--- config.mk ---
export PLATFORM = sky130hd
export DESIGN_NAME = hilo_div_ctrl
export DESIGN_NICKNAME = d
export VERILOG_FILES = /design/src/rtl/hilo_div_ctrl_pkg.sv /design/src/rtl/hilo_div_ctrl.sv
export SDC_FILE = /design/constraint.sdc
export NUM_CORES = 1
export LEC_CHECK = 0
export CORE_UTILIZATION = 24
export DETAILED_ROUTE_END_ITERATION = 10
export PLACE_DENSITY = 0.62
export SETUP_SLACK_MARGIN = 0.3
export SLEW_MARGIN = 20
export SYNTH_ARGS = -nofsm -noshare
export SYNTH_HDL_FRONTEND = slang
export SYNTH_SLANG_ARGS = --single-unit
export TNS_END_PERCENT = 5
--- constraint.sdc ---
create_clock -name clk -period 1.75 [get_ports clk]
set_input_delay 0.2625 -clock clk [delete_from_list [all_inputs] [get_ports clk]]
set_output_delay 0.2625 -clock clk [all_outputs]
set_load 0.005 [all_outputs]
--- src/rtl/hilo_div_ctrl_pkg.sv ---
`default_nettype none
// ============================================================================
// Module  : hilo_div_ctrl_pkg
// Brief   : Shared types and constants for the HI/LO divide controller.
// Revision: 1.0 - initial release
// ============================================================================
package hilo_div_ctrl_pkg;

    // Controller states: waiting, divider running, waiting for ready to drop,
    // and annulling a cancelled or timed-out divide.
    typedef enum logic [1:0] {
        ST_IDLE  = 2'd0,
        ST_BUSY  = 2'd1,
        ST_DRAIN = 2'd2,
        ST_ABORT = 2'd3
    } div_state_t;

    // Number of cycles the annul strobe is held after a cancel or timeout.
    localparam int DIV_ABORT_CYCLES = 3;

    // Number of BUSY cycles without a ready before the watchdog fires.
    localparam int DIV_TIMEOUT      = 48;

    localparam int BUSY_CNT_W       = 6;
    localparam int ABORT_CNT_W      = 2;

endpackage : hilo_div_ctrl_pkg
`default_nettype wire

--- src/rtl/hilo_div_ctrl.sv ---
`default_nettype none
// ============================================================================
// Module  : hilo_div_ctrl
// Brief   : Sequences a pipeline DIV/DIVU request through an external
//           multi-cycle divider and writes the result into HI/LO.
// Revision: 1.0 - initial release
// ============================================================================
module hilo_div_ctrl
    import hilo_div_ctrl_pkg::*;
(
    input  logic        clk,
    input  logic        rst,            // asynchronous, active-low
    // pipeline side
    input  logic        req_valid,
    input  logic        req_signed,
    input  logic [31:0] req_op1,
    input  logic [31:0] req_op2,
    input  logic        flush,
    output logic        stall_o,
    output logic [31:0] hi_o,
    output logic [31:0] lo_o,
    output logic        done_o,
    output logic        timeout_o,
    // divider side
    output logic        div_start_o,
    output logic        div_annul_o,
    output logic        div_signed_o,
    output logic [31:0] div_op1_o,
    output logic [31:0] div_op2_o,
    input  logic [63:0] div_result_i,
    input  logic        div_ready_i
);

    localparam logic [BUSY_CNT_W-1:0]  c_busy_last  = BUSY_CNT_W'(DIV_TIMEOUT - 1);
    localparam logic [ABORT_CNT_W-1:0] c_abort_last = ABORT_CNT_W'(DIV_ABORT_CYCLES - 1);

    div_state_t             r_state;
    div_state_t             w_next_state;
    logic [BUSY_CNT_W-1:0]  r_busy_cnt;
    logic [ABORT_CNT_W-1:0] r_abort_cnt;

    logic                   w_accept;
    logic                   w_capture;
    logic                   w_timeout_hit;

    logic [31:0]            r_hi;
    logic [31:0]            r_lo;
    logic                   r_done;
    logic                   r_timeout;
    logic                   r_div_signed;
    logic [31:0]            r_div_op1;
    logic [31:0]            r_div_op2;

    // State register.
    always_ff @(posedge clk or negedge rst) begin
        if (!rst) begin
            r_state <= ST_IDLE;
        end else begin
            r_state <= w_next_state;
        end
    end

    // Next-state decode; flush outranks a same-cycle ready, ready outranks
    // the watchdog so a result arriving on the last allowed cycle is kept.
    always_comb begin
        w_next_state  = r_state;
        w_accept      = 1'b0;
        w_capture     = 1'b0;
        w_timeout_hit = 1'b0;
        case (r_state)
            ST_IDLE: begin
                if (req_valid && !flush) begin
                    w_accept     = 1'b1;
                    w_next_state = ST_BUSY;
                end
            end
            ST_BUSY: begin
                if (flush) begin
                    w_next_state = ST_ABORT;
                end else if (div_ready_i) begin
                    w_capture    = 1'b1;
                    w_next_state = ST_DRAIN;
                end else if (r_busy_cnt == c_busy_last) begin
                    w_timeout_hit = 1'b1;
                    w_next_state  = ST_ABORT;
                end
            end
            ST_DRAIN: begin
                if (!div_ready_i) begin
                    w_next_state = ST_IDLE;
                end
            end
            ST_ABORT: begin
                if (r_abort_cnt == c_abort_last) begin
                    w_next_state = ST_IDLE;
                end
            end
            default: begin
                w_next_state = ST_IDLE;
            end
        endcase
    end

    // Cycle counters: BUSY watchdog and ABORT length.
    always_ff @(posedge clk or negedge rst) begin
        if (!rst) begin
            r_busy_cnt  <= '0;
            r_abort_cnt <= '0;
        end else begin
            if (r_state == ST_BUSY) begin
                r_busy_cnt <= r_busy_cnt + BUSY_CNT_W'(1);
            end else if (w_accept) begin
                r_busy_cnt <= '0;
            end

            if (r_state == ST_ABORT) begin
                r_abort_cnt <= r_abort_cnt + ABORT_CNT_W'(1);
            end else begin
                r_abort_cnt <= '0;
            end
        end
    end

    // Divider operands are captured once on acceptance and held until IDLE.
    always_ff @(posedge clk or negedge rst) begin
        if (!rst) begin
            r_div_signed <= 1'b0;
            r_div_op1    <= '0;
            r_div_op2    <= '0;
        end else if (w_accept) begin
            r_div_signed <= req_signed;
            r_div_op1    <= req_op1;
            r_div_op2    <= req_op2;
        end
    end

    // Architectural HI/LO update and the one-cycle completion pulse.
    always_ff @(posedge clk or negedge rst) begin
        if (!rst) begin
            r_hi   <= '0;
            r_lo   <= '0;
            r_done <= 1'b0;
        end else begin
            r_done <= w_capture;
            if (w_capture) begin
                r_hi <= div_result_i[63:32];
                r_lo <= div_result_i[31:0];
            end
        end
    end

    // Sticky watchdog flag; only reset clears it.
    always_ff @(posedge clk or negedge rst) begin
        if (!rst) begin
            r_timeout <= 1'b0;
        end else if (w_timeout_hit) begin
            r_timeout <= 1'b1;
        end
    end

    // Divider strobes come straight from the state register, so no
    // pipeline input reaches the divider combinationally.
    assign div_start_o  = (r_state == ST_BUSY);
    assign div_annul_o  = (r_state == ST_ABORT);
    assign div_signed_o = r_div_signed;
    assign div_op1_o    = r_div_op1;
    assign div_op2_o    = r_div_op2;

    // The stall drops in the capture cycle so the instruction retires
    // together with the HI/LO write.
    assign stall_o   = ~flush & req_valid & ~((r_state == ST_BUSY) & div_ready_i);

    assign hi_o      = r_hi;
    assign lo_o      = r_lo;
    assign done_o    = r_done;
    assign timeout_o = r_timeout;

endmodule : hilo_div_ctrl
`default_nettype wire

Word-level counts from Yosys, hierarchy flattened. Cells that the tools add are included. Widths: inputs -> output; s select.

Add/subtract/negate cells: 2. Equal/unequal tests: 9. Mux-type cells: 19. Bitwise gates (word level): 5. Reduce and logical (&&, ||, !) cells: 5.

Operators with widths (number): $mux 2 (7); $mux 6 (2); $mux 1 (9); $pmux 2 s4 (1); $add 6x1->6 const B (1); $eq 2x2->1 const B (3); $eq 6x6->1 const B (1); $ne 2x2->1 const B (2); $ne 4x2->1 const B (1); $reduce_and 4->1 (1); $and 1x1->1 (3); $add 2x1->2 const B (1); $eq 2x1->1 const B (1); $logic_not 2->1 (1); $ne 2x1->1 const B (1); $not 1->1 (2); $reduce_bool 2->1 (1); $logic_and 1x1->1 (1); $logic_not 1->1 (1).

Register bits after elaboration: 141. Bits of input ports: 134. Output and inout bits: 134. Word-level logic and storage cells: 50.

Longest topological paths before layout. Gate-level depths: netlist of run 1.

Word-level depth: 6. Gate-level depth with buffers: 6. Gate-level depth less buffers: 4.

Worst setup path before layout of run 1. Ideal clock, no wire load.

Kind: reg2reg. From: register r_state[1]. To: register r_hi[0], in the netlist hi_o[0]. Library setup time: 0.127 ns. Arrival: 1.542 ns. Data required time: 1.623 ns. Slack: 0.080 ns. Stages on the path, launching flop included: 7. Path buffers: 3. Clock period less this slack: 1.670 ns. Cells stage by stage: dfrtp_1 nand2b_1 buf_2 nor3b_2 buf_4 buf_6 mux2_1.

Word-level cells in the longest chain between the ends: 2.

Ends and longest elaborated chain: from (decl) (line hilo_div_ctrl.sv:37) `div_state_t r_state;`; from (signal assigned) (line hilo_div_ctrl.sv:59) `r_state <= w_next_state;`; $eq 2x1->1 (line hilo_div_ctrl.sv:70) `case (r_state)`; $mux 1 (line hilo_div_ctrl.sv:70); to (signal assigned) (line hilo_div_ctrl.sv:146) `r_hi <= div_result_i[63:32];`; to (decl) (line hilo_div_ctrl.sv:46) `logic [31:0] r_hi;`.

Every way passes these cells. A chain may end at the register's enable or synchronous reset.

Worst setup path after layout of run 1.
From: register r_lo[10], in the netlist lo_o[10]. To: output port lo_o[10].

RTL lines: from (decl) (line hilo_div_ctrl.sv:47) `logic [31:0] r_lo;`; from (signal assigned) (line hilo_div_ctrl.sv:147) `r_lo <= div_result_i[31:0];`; to (decl) (line hilo_div_ctrl.sv:21) `output logic [31:0] lo_o,`.

No word-level cell between the ends.

==> results of run 1 <==
## metal layers
metal	global-route usage, %	vias to the layer above	routed length, microns
met5	0	-	0
met1	16.3	2060	6180
met4	4.57	0	232
met2	22.7	183	7260
met3	5.39	14	1380
li1	-	2100	-
## final cells by class
class,count,area share (%)
Clock inverter,14,2.06
Sequential cell,141,37.7
Tap cell,280,3.74
Clock buffer,17,4.54
Inverter,5,0.254
Timing Repair Buffer,302,33.0
Multi-Input combinational cell,299,18.8
## registers in the layout, summed over array words and instances, names as in the netlist
register	cells
div_op1_o	32
r_abort_cnt	2
div_signed_o	1
lo_o	32
hi_o	32
done_o	1
r_busy_cnt	6
timeout_o	1
r_state	2
div_op2_o	32
## worst paths after layout
| check | from | to | slack (ns) | depth (start not counted) |
|---|---|---|---|---|
| min reg2reg | r_abort_cnt[0]$_DFF_PN0_ | r_abort_cnt[0]$_DFF_PN0_ | 0.44 | 1 |
| max reg2reg | r_state[0]$_DFFE_PN0P_ | r_busy_cnt[0]$_DFFE_PN0P_ | 0.16 | 5 |
| min | rst | hi_o[25]$_DFFE_PN0P_ | 0.36 | 2 |
| min in group clk | req_op1[11] | div_op1_o[11]$_DFFE_PN0P_ | 0.37 | 3 |
| max | lo_o[10]$_DFFE_PN0P_ | lo_o[10] | 0.16 | 1 |
| max in group asynchronous | rst | div_op1_o[15]$_DFFE_PN0P_ | 0.82 | 3 |
## what timing repair did
| action | CTS | global route |
|---|---|---|
| hold buffers | 1 | 0 |
| endpoints found under the setup margin | 269 | 268 |
| pin swaps | 1 | 4 |
| buffers inserted | 3 | 2 |
| hold endpoints to repair | 34 | 0 |
| gates cloned | 1 | 0 |
| gates resized for setup | 25 | 7 |
## cell usage after synthesis (all sizes together)
cell type and n:
o41ai 1, inv 4, nor2 3, ha 2, nand3 2, o21a 1, o21ai 1, nand4 3
a21oi 5, nand2 202, nand2b 2, a31o 1, or4b 1, clkbuf 10, dfrtp 141, o2bb2ai 1
nor4b 1, nor3 1, mux2 64, and3 1, o22ai 1, mux2i 3, buf 13, clkinv 1
a22o 1, nor2b 1, nor3b 1
## metrics by stage
step	power (mW)	utilization, %	hold WS [ns]
3_3_place_gp	11.3	39.2	0.226
3_5_place_dp	11.4	39.2	0.226
6_report	15.3	42.6	0.356
2_1_floorplan	7.39	-	-0.0331
5_1_grt	16.3	42.6	0.361
4_1_cts	15.5	42.5	0.336
## power groups by stage
| stage | combinational, mW | clock, mW | sequential (mW) |
|---|---|---|---|
| 6_report | 5.89 | 3.82 | 5.61 |
| 5_1_grt | 6.40 | 4.10 | 5.82 |
| 4_1_cts | 5.94 | 3.94 | 5.63 |
| 3_5_place_dp | 5.77 | 0 | 5.67 |
| 3_3_place_gp | 5.69 | 0 | 5.62 |
| 2_1_floorplan | 1.67 | 0 | 5.72 |
## logic make-up after synthesis
family / Yosys count / synth area share [%]
compound gates: 12 / 1.46
fa+ha+maj: 2 / 0.464
buf+inv: 28 / 2.87
flops: 141 / 65.4
mux: 67 / 13.9
simple gates: 218 / 15.9
==> impl_results.md, run 1 <==
* Routed vias at 4,357
* Arr. time, crit path at 1.33 ns
* Sink Count at 141
* Storage element area at 0.00353 sq mm
* Startpoint class of the critical path: flip-flop
* Core area at 0.0220 sq mm
* # port buffers at 267
* Yosys reg bits at 141
* Slew Limit Fails at 0
* Logic pwr share at 38.4%
* Setup CP Type: flip-flop to output port
* Mean routed wirelength per cell at 14.2 microns
* Worst-Skew Late Latency at 0.41 ns
* Hold crit path type: input pin to async pin
* Routed WL at 15,100 microns
* Clk network pwr share at 24.9%
* Peak supply drop at 0.539 mV
* Setup TNS Final at 0 ns
* TritonRoute pass-1 iters at 7
* Switch Pwr at 4.28 mW
* First-pass GRT wire length at 24,700 microns
* Clk buf depth at 2
* Unrepaired setup endpoints after global routing: yes
* Tightest Pin Transition at 0.432 ns
* Total GRT Usage at 13.7%
* Worst slack at placement at -0.207 ns
* # IOs at 268
* Max-capacitance violation count at 0
* Vias in the first global route at 4,428
* # fillers at 2,121
* Slew margin rel. at 71.2%
* CP Max Fanout at 2
* Footprint of the multi-input gates at 0.00176 sq mm
* Crit end category: output port
* Die Ht at 152 microns
* GRT overflow at 0
* Yosys warning count at 0
* CP Buf/Inv Count at 1
* Standard-cell rows at 54
* Initial core utilization at 24.6%
* DP Area at 0.00862 sq mm
* Post-Syn Area at 0.00540 sq mm
* Synth Instances at 468
* Post-Layout Inst Area at 0.00937 sq mm
* Final min period at 1.59 ns
* Antenna violations before repair at 0
* Synth top area share at 65.4%
* PD cells at 1640 mW/mm^2
* Avg Cell Area, Syn at 11.5 sq um
* Clock transition at path regs at 0.07 ns
* CTS tree: yes
* Num CTS Buffers at 17
* Area grow syn2layout at 73.5%
* Outcome: finished, violations left
* Crit path max-delay family: buffers and inverters
* Failing checks: design-rule violations
* Library cells used by synthesis at 30
* Syn nets at 604
* Post-synth top area cell: dfrtp_1
* Int Pwr at 11.0 mW
* Max Fclk at 629 MHz
* N_diodes at 0
* Commonest non-fill, non-tap cell in the layout: clkdlybuf4s50_1
* Clock skew at 0.00852 ns
* Largest cells by area after synthesis: dfrtp_1, nand2_1, mux2_1
* Sequential power share at 36.6%
* Sw Share at 27.9%
* HPWL after DPL at 10,800 microns
* Final Cycle Share at 90.9%
* Die ar. at 0.0231 sq mm
* Fin nets at 902
* Final hold vios at 0
* Most frequent cells in the layout: clkdlybuf4s50_1, nand2_1, dfrtp_1, mux2_1, buf_4
* Sequential share of the synthesized area at 65.4%
* RePlAce Congestion at 0.720
* Count of final setup violators at 0
* Largest net degree at the start of global routing at 41
* Worst-path cell chain: clkdlybuf4s50_1
* Final Non-Filler Cells at 1,058
* Leak Pwr at 4.27 nW
* Die W at 152 microns
* H-tree depth at 4
* 1st-iter DRT viols at 176
* Residual DRC at 50
* Root buf cell: clkbuf_16
* Dpl cells at 1,020
* Critical Path Max Stage Delay at 0.52 ns
* Vias per cell at 4.12
* Critical-path top delay cell: clkdlybuf4s50_1
* Worst EP required at 1.49 ns
* Antenna Nets Post-Route at 0
* Layout cell share with drive strength beyond 1 at 12.0%
* PnR worst setup slack at 0.159 ns
(Power assumes the default switching activity.)
==> run 2: changes to the inputs <==
--- a/config.mk
+++ b/config.mk
@@ -7,6 +7,7 @@
 export LEC_CHECK = 0
 export CORE_UTILIZATION = 24
 export DETAILED_ROUTE_END_ITERATION = 10
+export GPL_TIMING_DRIVEN = 1
 export PLACE_DENSITY = 0.62
 export SETUP_SLACK_MARGIN = 0.3
 export SLEW_MARGIN = 20
==> results of run 2 <==
Final layout, timing and power as in run 1 (identical DEF).
